$ cat config.mk
export PLATFORM = sky130hd
export DESIGN_NAME = pipeline_ctrl_flat
export DESIGN_NICKNAME = d
export VERILOG_FILES = /design/src/rtl/pipeline_ctrl_pkg.sv /design/src/rtl/pipeline_ctrl_if.sv /design/src/rtl/pipeline_ctrl_hazard_detect.sv /design/src/rtl/pipeline_ctrl.sv /design/src/flat_wrapper.sv
export SDC_FILE = /design/constraint.sdc
export NUM_CORES = 1
export LEC_CHECK = 0
export CAP_MARGIN = 20
export CORE_AREA = 2 2 54 67
export DETAILED_ROUTE_END_ITERATION = 7
export DIE_AREA = 0 0 56 69
export PLACE_DENSITY = 0.86
export SLEW_MARGIN = 20
export SYNTH_ARGS = -nofsm -noshare
export SYNTH_HDL_FRONTEND = slang
export SYNTH_HIERARCHICAL = 1
export SYNTH_SLANG_ARGS = --single-unit
$ cat constraint.sdc
create_clock -name CLK -period 4.3 [get_ports CLK]
set_input_delay 0.86 -clock CLK [delete_from_list [all_inputs] [get_ports CLK]]
set_output_delay 0.86 -clock CLK [all_outputs]
set_load 0.005 [all_outputs]
$ cat src/rtl/pipeline_ctrl_pkg.sv
// Shared definitions for the pipeline hazard/interrupt controller:
// FSM encoding, register-id and counter widths, INIT duration.
package pipeline_ctrl_pkg;

  localparam int unsigned REG_ID_W    = 5;
  localparam int unsigned CNT_W       = 16;
  localparam int unsigned INIT_CYCLES = 2;

  localparam logic [REG_ID_W-1:0] REG_NONE = '0;

  typedef enum logic [1:0] {
    INIT     = 2'd0,
    RUN      = 2'd1,
    INT_WAIT = 2'd2,
    INT_ACK  = 2'd3
  } state_t;

  // Per-latch control bundle produced by the output decode
  typedef struct packed {
    logic pc_stall;
    logic if_stall;
    logic if_flush;
    logic id_stall;
    logic id_flush;
    logic exe_stall;
    logic exe_flush;
    logic mem_stall;
  } ctrl_t;

endpackage

$ cat src/rtl/pipeline_ctrl_if.sv
// Pipeline-side signal bundle: hazard sources in, per-stage stall/flush out.
interface pipeline_ctrl_if;
  import pipeline_ctrl_pkg::*;

  logic [REG_ID_W-1:0] ID_src1_id;
  logic [REG_ID_W-1:0] ID_src2_id;
  logic [REG_ID_W-1:0] EXE_wr_id;
  logic                EXE_is_load;
  logic                EXE_EOI;
  logic                branch_taken;
  logic                mem_busy;

  logic PC_stall;
  logic IF_stall;
  logic IF_flush;
  logic ID_stall;
  logic ID_flush;
  logic EXE_stall;
  logic EXE_flush;
  logic MEM_stall;

  // master: the controller; slave: the pipeline datapath
  modport master (
    input  ID_src1_id, ID_src2_id, EXE_wr_id, EXE_is_load, EXE_EOI,
           branch_taken, mem_busy,
    output PC_stall, IF_stall, IF_flush, ID_stall, ID_flush,
           EXE_stall, EXE_flush, MEM_stall
  );

  modport slave (
    output ID_src1_id, ID_src2_id, EXE_wr_id, EXE_is_load, EXE_EOI,
           branch_taken, mem_busy,
    input  PC_stall, IF_stall, IF_flush, ID_stall, ID_flush,
           EXE_stall, EXE_flush, MEM_stall
  );

endinterface

$ cat src/rtl/pipeline_ctrl_hazard_detect.sv
// Load-use hazard detection between the EXE destination and the ID sources.
module hazard_detect
  import pipeline_ctrl_pkg::*;
(
  input  logic [REG_ID_W-1:0] src1_id,
  input  logic [REG_ID_W-1:0] src2_id,
  input  logic [REG_ID_W-1:0] wr_id,
  input  logic                is_load,
  output logic                load_use
);

  assign load_use = is_load && (wr_id != REG_NONE) &&
                    ((wr_id == src1_id) || (wr_id == src2_id));

endmodule

$ cat src/rtl/pipeline_ctrl.sv
// Pipeline controller: INIT/RUN/interrupt FSM, stall/flush decode with
// mem_busy > branch > load-use priority, and a saturating stall counter.
module pipeline_ctrl
  import pipeline_ctrl_pkg::*;
(
  input  logic                 CLK,
  input  logic                 RST,
  pipeline_ctrl_if.master      pif,
  input  logic                 int_req,
  input  logic                 cnt_clr,
  output logic                 int_ack,
  output logic [CNT_W-1:0]     stall_cnt
);

  localparam int unsigned INIT_CNT_W = $clog2(INIT_CYCLES + 1);

  state_t                state_q, state_nx;
  logic [INIT_CNT_W-1:0] init_cnt;
  logic                  load_use;
  ctrl_t                 ctrl;

  hazard_detect u_hazard_detect (
    .src1_id  (pif.ID_src1_id),
    .src2_id  (pif.ID_src2_id),
    .wr_id    (pif.EXE_wr_id),
    .is_load  (pif.EXE_is_load),
    .load_use (load_use)
  );

  always_ff @(posedge CLK or negedge RST) begin
    if (!RST) begin
      state_q  <= INIT;
      init_cnt <= '0;
    end else begin
      state_q  <= state_nx;
      init_cnt <= (state_q == INIT) ? init_cnt + 1'b1 : '0;
    end
  end

  always_comb begin
    state_nx = state_q;
    ctrl     = '0;
    int_ack  = 1'b0;
    unique case (state_q)
      INIT: begin
        ctrl.pc_stall  = 1'b1;
        ctrl.if_flush  = 1'b1;
        ctrl.id_flush  = 1'b1;
        ctrl.exe_flush = 1'b1;
        if (init_cnt == INIT_CNT_W'(INIT_CYCLES - 1)) state_nx = RUN;
      end
      RUN, INT_WAIT: begin
        if (pif.mem_busy) begin
          // full freeze: no transition, no flush
          ctrl.pc_stall  = 1'b1;
          ctrl.if_stall  = 1'b1;
          ctrl.id_stall  = 1'b1;
          ctrl.exe_stall = 1'b1;
          ctrl.mem_stall = 1'b1;
        end else begin
          if (pif.branch_taken) begin
            ctrl.if_flush = 1'b1;
            ctrl.id_flush = 1'b1;
          end else if (load_use) begin
            ctrl.pc_stall = 1'b1;
            ctrl.if_stall = 1'b1;
            ctrl.id_flush = 1'b1;
          end
          if (state_q == RUN && int_req)
            state_nx = INT_WAIT;
          else if (state_q == INT_WAIT && pif.EXE_EOI && !pif.branch_taken)
            state_nx = INT_ACK;
        end
      end
      INT_ACK: begin
        int_ack        = 1'b1;
        ctrl.if_flush  = 1'b1;
        ctrl.id_flush  = 1'b1;
        ctrl.exe_flush = 1'b1;
        state_nx       = RUN;
      end
      default: state_nx = INIT;
    endcase
  end

  assign pif.PC_stall  = ctrl.pc_stall;
  assign pif.IF_stall  = ctrl.if_stall;
  assign pif.IF_flush  = ctrl.if_flush;
  assign pif.ID_stall  = ctrl.id_stall;
  assign pif.ID_flush  = ctrl.id_flush;
  assign pif.EXE_stall = ctrl.exe_stall;
  assign pif.EXE_flush = ctrl.exe_flush;
  assign pif.MEM_stall = ctrl.mem_stall;

  always_ff @(posedge CLK or negedge RST) begin
    if (!RST) begin
      stall_cnt <= '0;
    end else if (cnt_clr) begin
      stall_cnt <= '0;
    end else if (state_q != INIT && ctrl.pc_stall && stall_cnt != '1) begin
      stall_cnt <= stall_cnt + 1'b1;
    end
  end

endmodule

$ cat src/flat_wrapper.sv
// flat-port wrapper written by rule: the top's interface ports become plain ports
module pipeline_ctrl_flat import pipeline_ctrl_pkg::*;
  (CLK, RST, int_req, cnt_clr, int_ack, stall_cnt, pif_ID_src1_id, pif_ID_src2_id, pif_EXE_wr_id, pif_EXE_is_load, pif_EXE_EOI, pif_branch_taken, pif_mem_busy, pif_PC_stall, pif_IF_stall, pif_IF_flush, pif_ID_stall, pif_ID_flush, pif_EXE_stall, pif_EXE_flush, pif_MEM_stall);
  pipeline_ctrl_if pif_i ();
  input  logic CLK;
  input  logic RST;
  input  logic int_req;
  input  logic cnt_clr;
  output logic int_ack;
  output logic [CNT_W-1:0] stall_cnt;
  input wire logic [$bits(pif_i.ID_src1_id)-1:0] pif_ID_src1_id;
  input wire logic [$bits(pif_i.ID_src2_id)-1:0] pif_ID_src2_id;
  input wire logic [$bits(pif_i.EXE_wr_id)-1:0] pif_EXE_wr_id;
  input wire logic [$bits(pif_i.EXE_is_load)-1:0] pif_EXE_is_load;
  input wire logic [$bits(pif_i.EXE_EOI)-1:0] pif_EXE_EOI;
  input wire logic [$bits(pif_i.branch_taken)-1:0] pif_branch_taken;
  input wire logic [$bits(pif_i.mem_busy)-1:0] pif_mem_busy;
  output wire logic [$bits(pif_i.PC_stall)-1:0] pif_PC_stall;
  output wire logic [$bits(pif_i.IF_stall)-1:0] pif_IF_stall;
  output wire logic [$bits(pif_i.IF_flush)-1:0] pif_IF_flush;
  output wire logic [$bits(pif_i.ID_stall)-1:0] pif_ID_stall;
  output wire logic [$bits(pif_i.ID_flush)-1:0] pif_ID_flush;
  output wire logic [$bits(pif_i.EXE_stall)-1:0] pif_EXE_stall;
  output wire logic [$bits(pif_i.EXE_flush)-1:0] pif_EXE_flush;
  output wire logic [$bits(pif_i.MEM_stall)-1:0] pif_MEM_stall;
  assign pif_i.ID_src1_id = pif_ID_src1_id;
  assign pif_i.ID_src2_id = pif_ID_src2_id;
  assign pif_i.EXE_wr_id = pif_EXE_wr_id;
  assign pif_i.EXE_is_load = pif_EXE_is_load;
  assign pif_i.EXE_EOI = pif_EXE_EOI;
  assign pif_i.branch_taken = pif_branch_taken;
  assign pif_i.mem_busy = pif_mem_busy;
  assign pif_PC_stall = pif_i.PC_stall;
  assign pif_IF_stall = pif_i.IF_stall;
  assign pif_IF_flush = pif_i.IF_flush;
  assign pif_ID_stall = pif_i.ID_stall;
  assign pif_ID_flush = pif_i.ID_flush;
  assign pif_EXE_stall = pif_i.EXE_stall;
  assign pif_EXE_flush = pif_i.EXE_flush;
  assign pif_MEM_stall = pif_i.MEM_stall;
  pipeline_ctrl u_core (.CLK(CLK), .RST(RST), .pif(pif_i), .int_req(int_req), .cnt_clr(cnt_clr), .int_ack(int_ack), .stall_cnt(stall_cnt));
endmodule
## Word level (Yosys, flattened, before mapping)

Index checks and enable logic that the tools add are counted.

| word-level totals | value |
|---|---|
| word-level logic and storage cells | 55 |
| input bits | 23 |
| output and inout port bits | 25 |
| flip-flop bits (word level) | 20 |

| operators by class | value |
|---|---|
| reductions and logical operators | 16 |
| equal/unequal tests | 10 |
| mux-type cells | 24 |
| add/sub/neg operators | 2 |

Operators with widths:

| kind | number |
|---|---|
| two-way mux 16 bit | 2 |
| adder 16 x 1 -> 16 bit (second input constant) | 1 |
| two-way mux 2 bit | 8 |
| != test 16 bit (second input constant) | 1 |
| equality test 5 bit | 2 |
| two-way mux 1 bit | 10 |
| logical AND 1 bit | 7 |
| one-hot mux 1 bit (2 select lines) | 3 |
| one-hot mux 2 bit (3 select lines) | 1 |
| nonzero test 5 bit | 1 |
| equality test 2 x 1 -> 1 bit (second input constant) | 2 |
| equality test 2 bit (second input constant) | 2 |
| != test 2 bit (second input constant) | 2 |
| nonzero test 2 bit | 2 |
| OR reduction 2 bit | 2 |
| != test 3 x 1 -> 1 bit (second input constant) | 1 |
| AND reduction 3 bit | 1 |
| adder 2 x 1 -> 2 bit (second input constant) | 1 |
| logical NOT 2 bit | 1 |
| logical NOT 1 bit | 1 |
| logical OR 1 bit | 1 |

## Depth between registers and ports, before layout

| depth | value |
|---|---|
| depth after elaboration | 11 |
| depth in mapped cells | 9 |
| depth with buffers taken out | 8 |

## Hierarchy

The synthesis kept the hierarchy.

Modules (own cells, without submodules):

| module | area each (um^2) | cells an instance | seq. area each (um^2) | times used |
|---|---|---|---|---|
| pipeline_ctrl | 1273.7 | 138 | 500.5 | 1 |
| hazard_detect | 125.1 | 17 | 0.0 | 1 |

## Worst setup path before layout

OpenSTA, ideal clock, no wires.

| timing path | value |
|---|---|
| kind | input port to output port |
| start point | input port pif_EXE_wr_id[1] |
| end point | output port pif_PC_stall |
| cell stages on the path | 7 |
| buffers on the path | 0 |
| data required time | 3440 ps |
| arrival | 2007 ps |
| setup slack | 1433 ps |
| cell sequence | or4_1 o21ai_1 a21oi_1 nor2b_1 o21a_1 nor2_1 nor2_1 |

| on the way | value |
|---|---|
| word-level cells in the longest chain between the ends | 7 |
| elaborated cells on any way between the ends | 10 |
| classes of those cells | eq/ne: 2; mux: 4; reduce/logical: 4 |

RTL lines:

| what | line | text |
|---|---|---|
| from (decl) | flat_wrapper.sv:13 | `input wire logic [$bits(pif_i.EXE_wr_id)-1:0] pif_EXE_wr_id;` |
| equality test 5 bit or nonzero test 5 bit (tied branches) | pipeline_ctrl_hazard_detect.sv:13, pipeline_ctrl_hazard_detect.sv:12 |  |
| logical OR 1 bit or logical AND 1 bit (tied branches) | pipeline_ctrl_hazard_detect.sv:13, pipeline_ctrl_hazard_detect.sv:12 |  |
| logical AND 1 bit (*) | pipeline_ctrl_hazard_detect.sv:12 | `assign load_use = is_load && (wr_id != REG_NONE) &&` |
| net u_core.load_use | pipeline_ctrl.sv:19 | `logic load_use;` |
| two-way mux 2 bit (*) | pipeline_ctrl.sv:64 | `end else if (load_use) begin` |
| two-way mux 2 bit (*) | pipeline_ctrl.sv:61 | `if (pif.branch_taken) begin` |
| two-way mux 2 bit (*) | pipeline_ctrl.sv:53 | `if (pif.mem_busy) begin` |
| one-hot mux 1 bit (2 select lines) (*) | pipeline_ctrl.sv:44 | `unique case (state_q)` |
| to (decl) | flat_wrapper.sv:18 | `output wire logic [$bits(pif_i.PC_stall)-1:0] pif_PC_stall;` |

Mark *: on every way through the listed nets, which the timed path passes. The rest lies on a longest branch.

## Worst setup path after layout

| timing path | value |
|---|---|
| start point | input port pif_EXE_wr_id[0] |
| end point | output port pif_PC_stall |

Same word-level chain as after synthesis.

==> implementation parameters <==
Parameter                              Value

Power and ir drop
  Cell-internal power ... 445 uW
  Clk pwr share ... 0.218
  Switch share ... 0.311
  Leakage power figure ... 0.000790 uW
  Switching power ... 201 uW
  Power share of the combinational group ... 0.436
  Sequential fraction of design power ... 0.346
  Pwr/cell area ... 332 nW/um^2
  Worst-case vdd ir drop ... 0.000277 V

Critical path
  Element type at the critical path start ... primary input
  Cell class contributing the biggest share of worst-path delay ... buffers and inverters
  Slowest cell delay on critical path ... 0.50 ns
  Category of the most critical setup path ... primary input to output pin
  Crit path max fanout ... 3
  CP bufs+invs ... 2
  Endpoint kind of the worst setup timing path ... output pin
  Worst path cell trace ... clkdlybuf4s50_1, xor2_1, nor3_1, nand3_1, a21oi_1, nor2b_1, o21a_1, nor2_1, nor2_1, clkdlybuf4s50_1
  CP Data Required Time ... 3.44 ns
  Standard cell with the maximum stage delay on the critical path ... sky130_fd_sc_hd__clkdlybuf4s50_1
  Worst path arrival time ... 3.06 ns

CTS
  Root Buffer ... sky130_fd_sc_hd__clkbuf_8
  CTS resizes ... 0
  Number of buffers inserted for hold repair after clock tree synthesis ... 0
  Setup fix buffers added after clock tree synthesis ... 0
  Number of levels the H-tree was split into ... 1
  Clock latency reported for the late side of the worst-skew pair ... 0.26 ns
  CTS tree ... built
  CTS max path bufs ... 2
  Clock-pin slew on the worst setup and hold paths ... 0.07 ns
  Total clock buffers created by CTS ... 3
  Number of sinks on the clock net ... 20

Synth
  Most common flop cell mapped by yosys ... sky130_fd_sc_hd__dfrtp_1
  Count of state elements after synthesis ... 20
  Cell count after synthesis ... 155
  Number of nets in the synthesized netlist ... 184
  Combinational family with the most area after synthesis ... simple AND/OR/NAND/NOR gates
  Post-synthesis instance area ... 1400 um^2
  Simple logic cell fraction of the synthesized area ... 0.259
  Number of enable flip-flop cells after synthesis ... 0
  Proportion of register bits with asynchronous set or reset after synthesis ... 1.00
  Count of warnings emitted by yosys ... 6
  Adder and majority cell fraction of the synthesized area ... 0.0537
  Share of the synthesized netlist area taken by xor and xnor gates ... 0.0626
  Post-synthesis sequential area ratio ... 0.358
  Unique masters post-synth ... 38
  Mux cell area share after synthesis ... 0.0233
  Post-synthesis average cell area ... 9.02 um^2
  Synthesized-area fraction occupied by ao, oa, aoi and oai cells ... 0.188

Drt
  Routed via count divided by cell count ... 5.80
  Initial DRT Pass Iterations ... 4
  Post-route DRC violation count ... 0
  ANT nets after route ... 0
  Total length of routed wires ... 3.32 mm
  First DRT Iteration DRCs ... 60
  Detail-routed net length per standard cell ... 13.9 um
  Detailed-route via count ... 1387

Place
  Total half-perimeter wirelength after legalization and detailed placement ... 2.45 mm
  GPL Wtd Cong ... 0.773
  Cell count after placement ... 235
  Placed Instance Area ... 1890 um^2
  IO buf count ... 47

Run status
  Outcome ... complete, no violations

STA
  Clock period minus final worst setup slack ... 3.92 ns
  Final setup skew ... 0.00197 ns
  Relative slew margins ... 0.418
  Setup repair after global routing missed its margin ... no
  Endpoints failing hold ... 0
  Aggregate negative setup slack ... 0 ns
  Worst-margin pin slew ... 0.870 ns
  Achievable clock frequency ... 255 MHz
  Number of max-slew violations in the final report ... 0
  Number of setup violations in the final report ... 0
  Period utilization ... 0.912

Global routing
  Number of antenna violations at the first check in global routing ... 0
  First-pass GRT wire length ... 5.82 mm
  Number of global-route vias before repair ... 1315
  Total global-route track usage ... 0.182
  Sum of overflow across all layers after global routing ... 0
  Largest net degree at the start of global routing ... 21

Final layout
  Share of the core filled with cells ... 0.604
  Final #Nets ... 232
  Post-route cell area ... 1950 um^2
  Area growth syn-to-layout ... 39.1%
  Layout cells sized above 1 ... 0.0594
  Non-filler cells, final ... 239
  Antenna Diode Count ... 0

Floorplanning
  Number of rows created at floorplan ... 23
  Effective utilization at floorplan ... 0.434
  Die extent in y ... 69 um
  Die Outline Area ... 3860 um^2
  I/O pin cnt ... 48
  DIE WIDTH ... 56 um
  Floorplan Core Area ... 3220 um^2

Flow run
  Number of max-cap violations ... 0

Min path
  Hold crit path type ... register to register
## worst reg2reg max path, stage by stage (launching register included)
cell	delay [ns]
sky130_fd_sc_hd__dfrtp_1	0.39
sky130_fd_sc_hd__inv_1	0.09
sky130_fd_sc_hd__ha_1	0.41
sky130_fd_sc_hd__nor3b_2	0.26
sky130_fd_sc_hd__o211ai_2	0.28
sky130_fd_sc_hd__nor4_1	0.35
sky130_fd_sc_hd__mux2_2	0.37
## registers in the layout, indices dropped and copies added (netlist names)
register and count:
u_core/init_cnt 2, u_core/state_q 2, u_core/stall_cnt 16
## power by group through the flow
stage          registers [uW]  clock network [uW]  logic, uW
3_3_place_gp              226                   0        277
2_1_floorplan             223                   0        146
5_1_grt                   227                 155        314
6_report                  224                 141        282
4_1_cts                   223                 146        284
3_5_place_dp              227                   0        283
## layer usage
metal / GRT usage / share of wire / vias to the layer above
li1: - / - / 679
met1: 0.222 / 0.44 / 655
met2: 0.316 / 0.49 / 49
met3: 0.0338 / 0.062 / 4
met4: 0.0635 / 0.011 / 0
met5: 0 / 0 / -
## Yosys cell counts, drive strengths merged, types with 2 or more instances
| master | count | area, um^2 |
|---|---|---|
| ha | 6 | 75.1 |
| buf | 5 | 36.3 |
| a21oi | 11 | 55.1 |
| nand2 | 8 | 30.0 |
| nor2 | 8 | 30.0 |
| inv | 10 | 37.5 |
| nand4 | 3 | 25.0 |
| xor2 | 6 | 52.6 |
| xnor2 | 4 | 35.0 |
| nand3 | 7 | 35.0 |
| and4 | 2 | 17.5 |
| mux2 | 2 | 22.5 |
| o211ai | 2 | 20.0 |
| dfrtp | 20 | 500 |
| o211a | 3 | 30.0 |
| or4 | 11 | 82.6 |
| o21ai | 8 | 40.0 |
| nor2b | 5 | 31.3 |
| nor4 | 3 | 18.8 |
| nor3 | 7 | 35.0 |
| o31ai | 9 | 67.6 |
| or3 | 4 | 25.0 |
## logic make-up (layout without fill, tap and decap cells)
family,after synthesis,count (layout)
adders and majority gates,6,6
muxes,3,3
xor gates and xnor gates,10,10
and+or+nand+nor,62,62
buffers and inverters,16,63
AOI/OAI and AO/OA,38,38
DFF,20,20
## cell usage in the layout (no fill, tap or decap), drive strengths merged, types with 5 or more instances in the layout
cell / netlist / routed
clkdlybuf4s50: 0 / 47
xor2: 6 / 6
or4: 11 / 11
dfrtp: 20 / 20
nand3: 7 / 7
nor2b: 5 / 5
nor2: 8 / 8
nor3: 7 / 7
o21ai: 8 / 8
inv: 10 / 10
a21oi: 11 / 11
o31ai: 9 / 9
ha: 6 / 6
nand2: 8 / 8
## path summary, 6_finish.rpt
path                       depth (start not counted)              endpoint               start  slack, ns
min reg2reg                                        1    u_core/init_cnt[0]  u_core/init_cnt[0]       0.43
max reg2reg                                        6  u_core/stall_cnt[14]   u_core/state_q[0]       2.03
max in group asynchronous                          1   u_core/stall_cnt[9]                 RST       2.67
min                                                1    u_core/init_cnt[0]  u_core/init_cnt[0]       0.43
max                                               10          pif_PC_stall    pif_EXE_wr_id[0]       0.38
min in group asynchronous                          1     u_core/state_q[1]                 RST       1.09
## layout make-up
type	count	area, um^2
Timing Repair Buffer	49	485
Inverter	10	37.5
Sequential cell	20	500
Clock buffer	4	55.1
Tap cell	37	46.3
Multi-Input combinational cell	119	821
Fill cell	293	1280
## metrics by stage
step                power [uW]  worst slack, ns  hold slack [ns]
floorplan                  369             1.43            0.403
global placement           503            0.445            0.416
detailed placement         510            0.382            0.424
CTS                        654            0.370            0.434
global route               696            0.178            0.458
finish                     646            0.379            0.432
No activity file was read; power rests on OpenSTA's default activity.
